<file path="src/rtl/mem_access_unit.sv">
`default_nettype none
// ============================================================================
// Module      : mem_access_unit
// Description : Memory-stage load/store unit. Turns EX/ME memory-control
//               signals into a single Avalon-MM transaction (word-aligned
//               address, byte enables, lane-replicated store data), extends
//               the returned load data and stalls the pipeline until the
//               access completes.
// Revision    : 1.0 - initial release
// ============================================================================
module mem_access_unit #(
  parameter int ADDR_WIDTH = 32
) (
  input  logic                  clk,
  input  logic                  rst,
  input  logic                  mem_read_in,
  input  logic                  mem_write_en_in,
  input  logic                  mem_sign_in,
  input  logic [1:0]            mem_length_in,
  input  logic [31:0]           alu_result_in,
  input  logic [31:0]           write_data_in,
  output logic                  stall_out,
  output logic                  misaligned_out,
  output logic [31:0]           load_data_out,
  output logic [ADDR_WIDTH-1:0] bus_addr,
  output logic                  bus_read,
  output logic                  bus_write,
  output logic [3:0]            bus_byteenable,
  output logic [31:0]           bus_writedata,
  input  logic [31:0]           bus_readdata,
  input  logic                  bus_waitrequest,
  input  logic                  bus_readdatavalid
);

  localparam logic [1:0] S_IDLE   = 2'd0;
  localparam logic [1:0] S_REQ    = 2'd1;
  localparam logic [1:0] S_RESP   = 2'd2;
  localparam logic [1:0] S_DONE   = 2'd3;

  localparam logic [1:0] LEN_BYTE = 2'b00;
  localparam logic [1:0] LEN_HALF = 2'b01;

  logic [1:0]            state_q, state_d;
  logic [ADDR_WIDTH-1:0] addr_q, addr_d;
  logic [3:0]            be_q, be_d;
  logic [31:0]           wdata_q, wdata_d;
  logic                  is_read_q, is_read_d;
  logic                  is_write_q, is_write_d;
  logic [1:0]            length_q, length_d;
  logic                  sign_q, sign_d;
  logic [1:0]            lane_q, lane_d;
  logic [31:0]           load_data_q, load_data_d;

  logic                  any_op;
  logic                  misaligned;
  logic                  req;
  logic [3:0]            be_new;
  logic [31:0]           wdata_new;
  logic [7:0]            byte_sel;
  logic [15:0]           half_sel;
  logic [31:0]           load_ext;

  // Qualify the incoming request: alignment is only judged when an access is asked for
  always_comb begin
    any_op     = mem_read_in | mem_write_en_in;
    misaligned = 1'b0;
    if (mem_length_in == LEN_HALF) begin
      misaligned = alu_result_in[0];
    end else if (mem_length_in[1]) begin
      misaligned = |alu_result_in[1:0];
    end
    misaligned = misaligned & any_op;
    req        = any_op & ~misaligned;
  end

  // Byte enables and lane-replicated store data for the incoming request
  always_comb begin
    be_new    = 4'b1111;
    wdata_new = write_data_in;
    case (mem_length_in)
      LEN_BYTE: begin
        be_new    = 4'b0001 << alu_result_in[1:0];
        wdata_new = {4{write_data_in[7:0]}};
      end
      LEN_HALF: begin
        be_new    = alu_result_in[1] ? 4'b1100 : 4'b0011;
        wdata_new = {2{write_data_in[15:0]}};
      end
      default: begin
        be_new    = 4'b1111;
        wdata_new = write_data_in;
      end
    endcase
  end

  // Select the addressed lane of the read data and extend it to 32 bits
  always_comb begin
    byte_sel = bus_readdata[{lane_q, 3'b000} +: 8];
    half_sel = lane_q[1] ? bus_readdata[31:16] : bus_readdata[15:0];
    case (length_q)
      LEN_BYTE: load_ext = {{24{sign_q & byte_sel[7]}}, byte_sel};
      LEN_HALF: load_ext = {{16{sign_q & half_sel[15]}}, half_sel};
      default:  load_ext = bus_readdata;
    endcase
  end

  // Transaction sequencing; DONE ignores inputs so the held request is not reissued
  always_comb begin
    state_d     = state_q;
    addr_d      = addr_q;
    be_d        = be_q;
    wdata_d     = wdata_q;
    is_read_d   = is_read_q;
    is_write_d  = is_write_q;
    length_d    = length_q;
    sign_d      = sign_q;
    lane_d      = lane_q;
    load_data_d = load_data_q;
    stall_out   = 1'b0;
    case (state_q)
      S_IDLE: begin
        stall_out = req;
        if (req) begin
          state_d    = S_REQ;
          addr_d     = {alu_result_in[ADDR_WIDTH-1:2], 2'b00};
          be_d       = be_new;
          wdata_d    = wdata_new;
          // A simultaneous read and write performs the read only
          is_read_d  = mem_read_in;
          is_write_d = ~mem_read_in;
          length_d   = mem_length_in;
          sign_d     = mem_sign_in;
          lane_d     = alu_result_in[1:0];
        end
      end
      S_REQ: begin
        stall_out = 1'b1;
        if (!bus_waitrequest) begin
          state_d = is_read_q ? S_RESP : S_DONE;
        end
      end
      S_RESP: begin
        stall_out = 1'b1;
        if (bus_readdatavalid) begin
          load_data_d = load_ext;
          state_d     = S_DONE;
        end
      end
      default: begin
        state_d = S_IDLE;
      end
    endcase
  end

  // State and command registers with synchronous reset
  always_ff @(posedge clk) begin
    if (rst) begin
      state_q     <= S_IDLE;
      addr_q      <= '0;
      be_q        <= 4'b0000;
      wdata_q     <= 32'h0;
      is_read_q   <= 1'b0;
      is_write_q  <= 1'b0;
      length_q    <= 2'b00;
      sign_q      <= 1'b0;
      lane_q      <= 2'b00;
      load_data_q <= 32'h0;
    end else begin
      state_q     <= state_d;
      addr_q      <= addr_d;
      be_q        <= be_d;
      wdata_q     <= wdata_d;
      is_read_q   <= is_read_d;
      is_write_q  <= is_write_d;
      length_q    <= length_d;
      sign_q      <= sign_d;
      lane_q      <= lane_d;
      load_data_q <= load_data_d;
    end
  end

  assign misaligned_out = misaligned;
  assign load_data_out  = load_data_q;
  assign bus_addr       = addr_q;
  assign bus_byteenable = be_q;
  assign bus_writedata  = wdata_q;
  assign bus_read       = (state_q == S_REQ) & is_read_q;
  assign bus_write      = (state_q == S_REQ) & is_write_q;

endmodule
`default_nettype wire

</file>
<file path="config.mk">
export PLATFORM = sky130hd
export DESIGN_NAME = mem_access_unit
export DESIGN_NICKNAME = d
export VERILOG_FILES = /design/src/rtl/mem_access_unit.sv
export SDC_FILE = /design/constraint.sdc
export NUM_CORES = 1
export LEC_CHECK = 0
export BUFFER_PORTS_ARGS = -buffer_cell sky130_fd_sc_hd__buf_2
export CAP_MARGIN = 20
export CORE_ASPECT_RATIO = 0.75
export CORE_MARGIN = 4
export CORE_UTILIZATION = 47
export DETAILED_ROUTE_END_ITERATION = 8
export HOLD_SLACK_MARGIN = 0.1
export PLACE_DENSITY = 0.84
export RECOVER_POWER = 100
export SLEW_MARGIN = 25
export SYNTH_ARGS = -nofsm -noshare
export SYNTH_HDL_FRONTEND = slang
export SYNTH_SLANG_ARGS = --single-unit
</file>
<file path="constraint.sdc">
create_clock -name clk -period 1.8 [get_ports clk]
set_input_delay 0 -clock clk [delete_from_list [all_inputs] [get_ports clk]]
set_output_delay 0 -clock clk [all_outputs]
set_load 0.1 [all_outputs]
</file>
==> impl_metrics.tcl, run 1 <==
set metrics [dict create \
    drive_gt1_share_pct 27.6 \
    async_flop_share_pct 0 \
    path_max_fanout 8 \
    yosys-top-cells-count "nand2_1, dfxtp_1, a21oi_1" \
    ant_nets 0 \
    synth.yosys.warnings 0 \
    synthFlopType "dfxtp_1" \
    track_usage_pct 27.9 \
    hold_depth 3 \
    p_total_w 0.0107 \
    grt_pass1_wl_um 26100 \
    drt_iter0_markers 655 \
    synth.area.top_cells "dfxtp_1, nand2_1, a21oi_1" \
    min_period_over_period_pct 98.4 \
    synthesis.area_sq_um 4740 \
    p_comb_share_pct 53.0 \
    r2r_slack_ns 0.03 \
    synth-edff-count 0 \
    r2r_end "bus_writedata[11]" \
    syn_avg_cell_area_sq_um 8.25 \
    ir_drop_v 0.00109 \
    netlist.area_leader.share_pct 45.2 \
    io_pins 209 \
    dpl.hpwl_um 10500 \
    port_buffers 206 \
    ff2ff_path_depth 7 \
    first_pass_iters 5 \
    wirelength_um 17400 \
    synth_top_area_cell "dfxtp_1" \
    hold_slack_ns 0.143 \
    grt_pass1_vias 5283 \
    cp-end-kind "flop" \
    p_per_area_nw_per_um2 1460 \
    skew_ns 0.00432 \
    internal-power_w 0.00517 \
    hp-start "mem_length_in[1]" \
    antenna_found_initial 1 \
    gp_congestion 0.849 \
    cts_buffer_depth 2 \
    initial_utilization_pct 48.6 \
    vias 5518 \
    tightest_slew_ns 1.21 \
    finalMaxSlewViolations 0 \
    relSlewSlack_pct 19.8 \
    fin_crit_ns 1.77 \
    syn_inst 574 \
    status "complete, no violations" \
    clock_sinks 107 \
    power.share.clock_pct 18.4 \
    die_h_um 94.9 \
    clock_latency_ns 0.34 \
    worstPathRequired_ns 2.03 \
    vias_per_cell 5.51 \
    reg2reg_from "state_q[0]" \
    setup_viol 0 \
    fin_nets 973 \
    min_path_type "in -> reg" \
    cts.clk_slew.worst_paths_ns 0.07 \
    fmax_mhz 565 \
    yosys_register_bits 107 \
    area_delta_synth_final_pct 54.0 \
    synth_cell_types 42 \
    numCtsBuffers 9 \
    synth.most_common_cell "nand2_1" \
    cts_tree "built" \
    core_area_sq_um 9740 \
    ys_seq_area_share_pct 45.2 \
    p_sw_w 0.00551 \
    cp_data_arrival_time_ns 2.01 \
    path_class "reg -> reg" \
    hold_violations 0 \
    wl_per_cell_um 17.4 \
    netSwitchingFraction_pct 51.6 \
    holdPathEnd "bus_writedata[23]" \
    htreeDepth 3 \
    drc 0 \
    rows 31 \
    startpoint "state_q[0]" \
    die-area_sq_um 11800 \
    root_buffer "clkbuf_16" \
    final_util_pct 74.9 \
    total_leakage_power_nw 3.01 \
    worst_setup_path_start_kind "flop" \
    sequentialPowerShare_pct 28.6 \
    grt-ovfl-total 0 \
    maxCapViolCount 0 \
    grt_max_degree 64 \
    die-width_um 124 \
]
how the worst max path moves through the flow:
stage                     slack [ns]  depth (start not counted)                end
final                           0.03                          7  bus_writedata[11]
after global routing           -0.04                          7  bus_writedata[11]
after CTS                       0.02                          7  bus_writedata[13]
after detailed placement        0.04                          7  bus_writedata[13]
after global placement          0.13                          7         is_write_q
after floorplan                 0.02                          3     misaligned_out
per-stage QoR:
stage               setup slack, ns  instances  setup TNS, ns  instance area [sq um]
floorplan                    0.0228        575              0                   4750
global placement              0.135        879              0                   5880
detailed placement           0.0378        879              0                   5880
CTS                          0.0212        994              0                   7160
global route                -0.0364       1002        -0.0364                   7290
finish                       0.0290       1002              0                   7290
state kept, by name (all words and copies together), names as in the netlist:
| signal | count |
|---|---|
| is_write_q | 1 |
| lane_q | 2 |
| sign_q | 1 |
| is_read_q | 1 |
| state_q | 2 |
| bus_writedata | 32 |
| length_q | 2 |
| bus_byteenable | 4 |
| bus_addr | 30 |
| load_data_out | 32 |
kinds of logic (layout without fill, tap and decap cells):
logic type,after synthesis,in the layout,share of synthesized area (%)
mux,33,33,7.87
buf+inv,56,349,5.55
simple gates,224,225,19.9
fa+ha+maj,4,4,1.06
other cells,1,3,0.0792
flops,107,107,45.2
compound gates,149,149,20.3
worst max-delay path, cell delays in order, from the launching register on:
cell       delay [ns]
dfxtp_1          0.34
inv_2            0.10
ha_4             0.15
o21ai_2          0.07
and3b_4          0.46
clkbuf_16        0.21
nor2_1           0.04
a311oi_1         0.29
per-layer routing:
| layer | vias up | track usage (%) | part of all wire (%) |
|---|---|---|---|
| li1 | 2566 | - | - |
| met3 | 59 | 8.50 | 10 |
| met4 | 0 | 10.2 | 3.4 |
| met2 | 350 | 47.4 | 48 |
| met5 | - | 0 | 0 |
| met1 | 2543 | 33.4 | 38 |
power by group through the flow:
stage | clock [W] | sequential, W | combinational [W]
floorplan | 0 | 0.00579 | 0.00156
global placement | 0 | 0.00305 | 0.00516
detailed placement | 0 | 0.00307 | 0.00524
finish | 0.00196 | 0.00305 | 0.00566
global route | 0.00209 | 0.00309 | 0.00593
CTS | 0.00199 | 0.00302 | 0.00541
cell type report:
type / instances / area [sq um]
Multi-Input combinational cell: 413 / 2370
Antenna cell: 1 / 2.50
Fill cell: 687 / 2440
Inverter: 8 / 30.0
Sequential cell: 107 / 2140
Tap cell: 132 / 165
Clock inverter: 6 / 65.1
Timing Repair Buffer: 325 / 2290
Clock buffer: 10 / 229
layout by cell type, fill, tap and decap left out, types with 3 or more instances in the layout:
cell	count
nor3_1	15
dfxtp_1	107
nand2_1	140
buf_1	5
buf_4	9
and2_1	3
o22ai_1	7
mux2_2	11
clkbuf_16	13
nor2_1	43
mux2i_1	17
dlygate4sd3_1	99
clkbuf_2	77
buf_2	103
mux2_1	3
buf_6	3
a311oi_1	11
a21oi_1	55
ha_1	3
o211ai_1	8
nand2b_1	10
clkbuf_1	21
inv_1	6
nand3b_1	7
buf_12	5
o21ai_0	20
a211oi_1	34
repair_timing:
item,4_1_cts,5_1_grt
endpoints found under the setup margin,0,57
hold buffers,99,0
setup buffers,0,1
resized for setup,0,14
hold endpoints to repair,106,0
Note: power is estimated with default switching activity, not from simulation.
==> run 2: changes to the inputs <==
- CORE_UTILIZATION: 47 -> 25
- PLACE_DENSITY: 0.84 -> 0.53
- clock period: 1.8 -> 1.6 ns (I/O delays scaled with it)
==> impl_metrics.tcl, run 2 (synthesized netlist as in run 1, its figures left out) <==
set metrics [dict create \
    clock_sinks 107 \
    p_sw_w 0.00639 \
    reg2reg_from "state_q[0]" \
    drc 0 \
    wirelength_um 18400 \
    first_pass_iters 5 \
    ant_nets 0 \
    gp_congestion 0.777 \
    worst_setup_path_start_kind "flop" \
    antenna_found_initial 1 \
    grt_pass1_wl_um 28500 \
    grt_max_degree 39 \
    cts_tree "built" \
    vias_per_cell 4.63 \
    worstPathRequired_ns 1.86 \
    grt-ovfl-total 0 \
    rows 43 \
    core_area_sq_um 18600 \
    design_area_sq_um 7820 \
    status "complete, no violations" \
    dpl.hpwl_um 12000 \
    die_h_um 127 \
    grt_pass1_vias 5382 \
    hold_depth 4 \
    final_common_cell "nand2_1" \
    clock_latency_ns 0.35 \
    wl_per_cell_um 16.2 \
    finalMaxSlewViolations 0 \
    fillers 1850 \
    ir_drop_v 0.000849 \
    path_class "reg -> reg" \
    cts.clk_slew.worst_paths_ns 0.07 \
    fin_crit_ns 1.56 \
    mostFrequentLayoutCells "nand2_1, buf_2, dfxtp_1, dlygate4sd3_1, clkbuf_2" \
    drt_iter0_markers 328 \
    dp_cells 1006 \
    cts_buffer_depth 2 \
    dpl_cell_area_sq_um 6160 \
    vias 5265 \
    skew_ns 0.0127 \
    netSwitchingFraction_pct 51.2 \
    htreeDepth 3 \
    area_delta_synth_final_pct 65.2 \
    fin_nets 994 \
    numCtsBuffers 9 \
    min_path_type "in -> reg" \
    fmax_mhz 641 \
    internal-power_w 0.00610 \
    fin_cells 1137 \
    total_leakage_power_nw 3.23 \
    drive_gt1_share_pct 35.1 \
    p_per_area_nw_per_um2 1600 \
    r2r_end "bus_writedata[10]" \
    cp_data_arrival_time_ns 1.82 \
    io_pins 209 \
    track_usage_pct 16.7 \
    die-area_sq_um 21200 \
    hold_violations 0 \
    final_util_pct 42.1 \
    hp-start "mem_length_in[1]" \
    maxCapViolCount 0 \
    holdPathEnd "length_q[1]" \
    tightest_slew_ns 0.580 \
    root_buffer "clkbuf_16" \
    r2r_slack_ns 0.04 \
    power.share.clock_pct 17.3 \
    p_comb_share_pct 55.3 \
    port_buffers 206 \
    setup_viol 0 \
    path_max_fanout 7 \
    tns_ns 0 \
    min_period_over_period_pct 97.5 \
    relSlewSlack_pct 61.5 \
    ff2ff_path_depth 8 \
    die-width_um 167 \
    rsz0062_at_grt "true" \
    sequentialPowerShare_pct 27.5 \
    cp-end-kind "flop" \
    initial_utilization_pct 25.5 \
]
-- run 2: metal layers --
metal  routed length (um)  vias to the layer above  global-route usage, %
met5                    0                        -                      0
met4                  400                        0                   5.15
met3                 1360                       35                   4.95
met2                 7900                      194                   25.3
met1                 8720                     2424                   22.9
li1                     -                     2612                      -
-- run 2: worst max path at each step --
stage | from | end | slack, ns | cells past startpoint
finish | state_q[0] | bus_writedata[10] | 0.04 | 8
global route | state_q[0] | state_q[1] | -0.03 | 5
CTS | state_q[1] | load_data_out[13] | 0.0004 | 6
detailed placement | state_q[0] | bus_writedata[20] | -0.07 | 7
global placement | state_q[0] | bus_writedata[10] | 0.02 | 7
floorplan | mem_length_in[1] | misaligned_out | -0.18 | 3
-- run 2: power groups by stage --
stage	registers (W)	logic (W)	clock network, W
finish	0.00343	0.00690	0.00215
global route	0.00349	0.00727	0.00233
CTS	0.00341	0.00679	0.00226
detailed placement	0.00346	0.00612	0
global placement	0.00346	0.00611	0
floorplan	0.00652	0.00175	0
-- run 2: stage by stage --
stage | total power, W | setup WS [ns] | hold slack (ns)
finish | 0.0125 | 0.0407 | 0.124
global route | 0.0131 | -0.0325 | 0.127
CTS | 0.0125 | 0.000385 | 0.106
detailed placement | 0.00958 | -0.0701 | 0.243
global placement | 0.00957 | 0.0155 | 0.236
floorplan | 0.00827 | -0.177 | 0.0956
-- run 2: timing repair --
item	in CTS	in global routing
hold endpoints to repair	106	0
buffers inserted	7	5
hold buffers	100	0
pin swaps	1	12
endpoints found under the setup margin	32	80
resized for setup	18	22
cloned	4	3
-- run 2: cell type report --
type | instances | area (sq um) | share of cell area (%)
antenna | 1 | 2.50 | 0.0320
clock buffer | 11 | 243 | 3.10
clock inverter | 4 | 35.0 | 0.448
inverter | 8 | 32.5 | 0.416
multi-input combinational | 412 | 2460 | 31.4
sequential | 107 | 2150 | 27.5
tap | 247 | 309 | 3.95
timing repair buffer | 347 | 2600 | 33.2
-- run 2: critical path, stage by stage (launching register included) --
cell	delay, ns
dfxtp_2	0.33
inv_2	0.08
ha_4	0.14
o21ai_2	0.05
and3b_4	0.31
buf_12	0.15
clkbuf_16	0.15
nor2_1	0.04
a311oi_1	0.22
==> run 3: changes to the inputs <==
--- a/config.mk
+++ b/config.mk
@@ -12,2 +12,3 @@
 export CORE_UTILIZATION = 25
+export CTS_CLUSTER_SIZE = 28
 export DETAILED_ROUTE_END_ITERATION = 8
--- a/constraint.sdc
+++ b/constraint.sdc
@@ -3,2 +3,2 @@
 set_output_delay 0 -clock clk [all_outputs]
-set_load 0.1 [all_outputs]
+set_load 0.05 [all_outputs]
==> impl_metrics.tcl, run 3 (synthesized netlist as in run 1, its figures left out) <==
set metrics [dict create \
    status "finished with violations" \
    violations "setup timing" \
    core_area_sq_um 18600 \
    cts_buffer_depth 2 \
    crit_chain "inv_4 -> ha_4 -> o21ai_2 -> and3b_4 -> clkbuf_16 -> nor2_1 -> a311oi_1" \
    r2r_end "bus_writedata[15]" \
    mostFrequentLayoutCells "nand2_1, dfxtp_1, buf_2, clkbuf_1, dlygate4sd3_1" \
    fin_ws_ns -0.0439 \
    rsz0062_at_grt "true" \
    hold_depth 4 \
    cts_tree "built" \
    min_path_type "in -> reg" \
    rows 43 \
    gp_congestion 0.812 \
    cp_top_family "simple AND/OR/NAND/NOR gates" \
    setup_viol 7 \
    final_common_cell "nand2_1" \
    grt_max_degree 52 \
    io_pins 209 \
    use_met3_pct 4.98 \
    slowest_stage "and3b_4" \
    r2r_slack_ns -0.04 \
    top_usage_layer "met2" \
    maxCapViolCount 0 \
    area_delta_synth_final_pct 61.9 \
    grt_pass1_vias 5207 \
    clock_sinks 107 \
    port_buffers 206 \
    drt_iter0_markers 242 \
    grtUsageMet2_pct 25.1 \
    reg2reg_from "state_q[0]" \
    cts.clk_slew.worst_paths_ns 0.08 \
    ant_nets 0 \
    fmax_mhz 608 \
    initial_utilization_pct 25.5 \
    grt-ovfl-total 0 \
    htreeDepth 3 \
    diodes 0 \
    root_buffer "clkbuf_16" \
    cp_data_arrival_time_ns 1.91 \
    ff2ff_path_depth 7 \
    drc 0 \
    ir_drop_v 0.000606 \
    tns_ns -0.0839 \
    path_max_fanout 11 \
    design_area_sq_um 7670 \
    fin_crit_ns 1.64 \
    min_period_over_period_pct 103 \
    p_total_w 0.0106 \
    die-width_um 167 \
    first_pass_iters 4 \
    total_leakage_power_nw 2.90 \
    track_usage_pct 16.2 \
    path_buf_inv 2 \
    drive_gt1_share_pct 25.5 \
    numCtsBuffers 9 \
    vias 5315 \
    antenna_found_initial 1 \
    met1_usage_pct 22.2 \
    dpl.hpwl_um 12000 \
    hold_slack_ns 0.126 \
    critPathMaxStageDelay_ns 0.46 \
    p_per_area_nw_per_um2 1390 \
    finalMaxSlewViolations 0 \
    dpl_cell_area_sq_um 6150 \
    die-area_sq_um 21200 \
    hp-start "mem_length_in[1]" \
    vias_per_cell 4.67 \
    worstPathRequired_ns 1.87 \
    tightest_slew_ns 0.663 \
    fin_nets 995 \
    wl_per_cell_um 15.9 \
    holdPathEnd "length_q[1]" \
    skew_ns 0.0156 \
    hold_violations 0 \
    wirelength_um 18100 \
    relSlewSlack_pct 56.0 \
    cp-end-kind "flop" \
    die_h_um 127 \
    clock_latency_ns 0.36 \
    path_class "reg -> reg" \
    grt_pass1_wl_um 28000 \
    worst_setup_path_start_kind "flop" \
]
[run 3: cell types whose count changed in the layout (fill, tap and decap cells not counted), sizes merged, moves of 2 or more]
cell and change:
clkbuf +4, clkinvlp -2, buf -3, clkinv +3
[run 3: layer usage]
metal  vias up  part of all wire (%)
li1       2613                     -
met1      2474                    47
met2       209                    44
met3        17                   7.8
met4         2                   1.1
met5         -                 0.039
[run 3: power breakdown]
group          total, W  internal (W)  switching (W)  leakage (nW)
clock network   0.00223       0.00110        0.00113         0.142
logic           0.00497       0.00165        0.00332          1.88
registers       0.00343       0.00315       0.000285         0.875
[run 3: per-stage QoR]
stage	std cells	utilization (%)	setup WS, ns
floorplan	575	-	0.0613
global placement	1011	33.1	0.00840
detailed placement	1011	33.1	-0.0873
CTS	1131	40.6	-0.00226
global route	1138	41.3	-0.119
finish	1138	41.3	-0.0439
[run 3: worst reg2reg max path, cell delays in order (launching register included)]
cell       delay, ns
dfxtp_2         0.34
inv_4           0.07
ha_4            0.14
o21ai_2         0.06
and3b_4         0.46
clkbuf_16       0.23
nor2_1          0.05
a311oi_1        0.22
[run 3: cell type report]
cell class                 count  area, sq um
fill                        1932        10900
multi-input combinational    412         2500
timing repair buffer         348         2390
sequential                   107         2150
tap                          247          309
clock buffer                  10          229
clock inverter                 6         58.8
inverter                       8         32.5
[run 3: repair_timing]
item / CTS / global route
hold buffers: 99 / 0
endpoints found under the setup margin: 37 / 71
buffers inserted: 4 / 5
gates cloned: 1 / 3
pin swaps: 1 / 18
gates resized for setup: 12 / 47
hold endpoints to repair: 106 / 0
[run 3: how the worst max path moves through the flow]
stage	from	to	slack, ns	depth (start not counted)
2_1_floorplan	state_q[0]	bus_byteenable[1]	0.06	8
3_3_place_gp	state_q[0]	bus_writedata[13]	0.008	7
3_5_place_dp	state_q[0]	bus_writedata[15]	-0.09	7
4_1_cts	state_q[1]	bus_writedata[20]	-0.002	7
5_1_grt	state_q[0]	bus_writedata[29]	-0.12	7
6_report	state_q[0]	bus_writedata[15]	-0.04	7
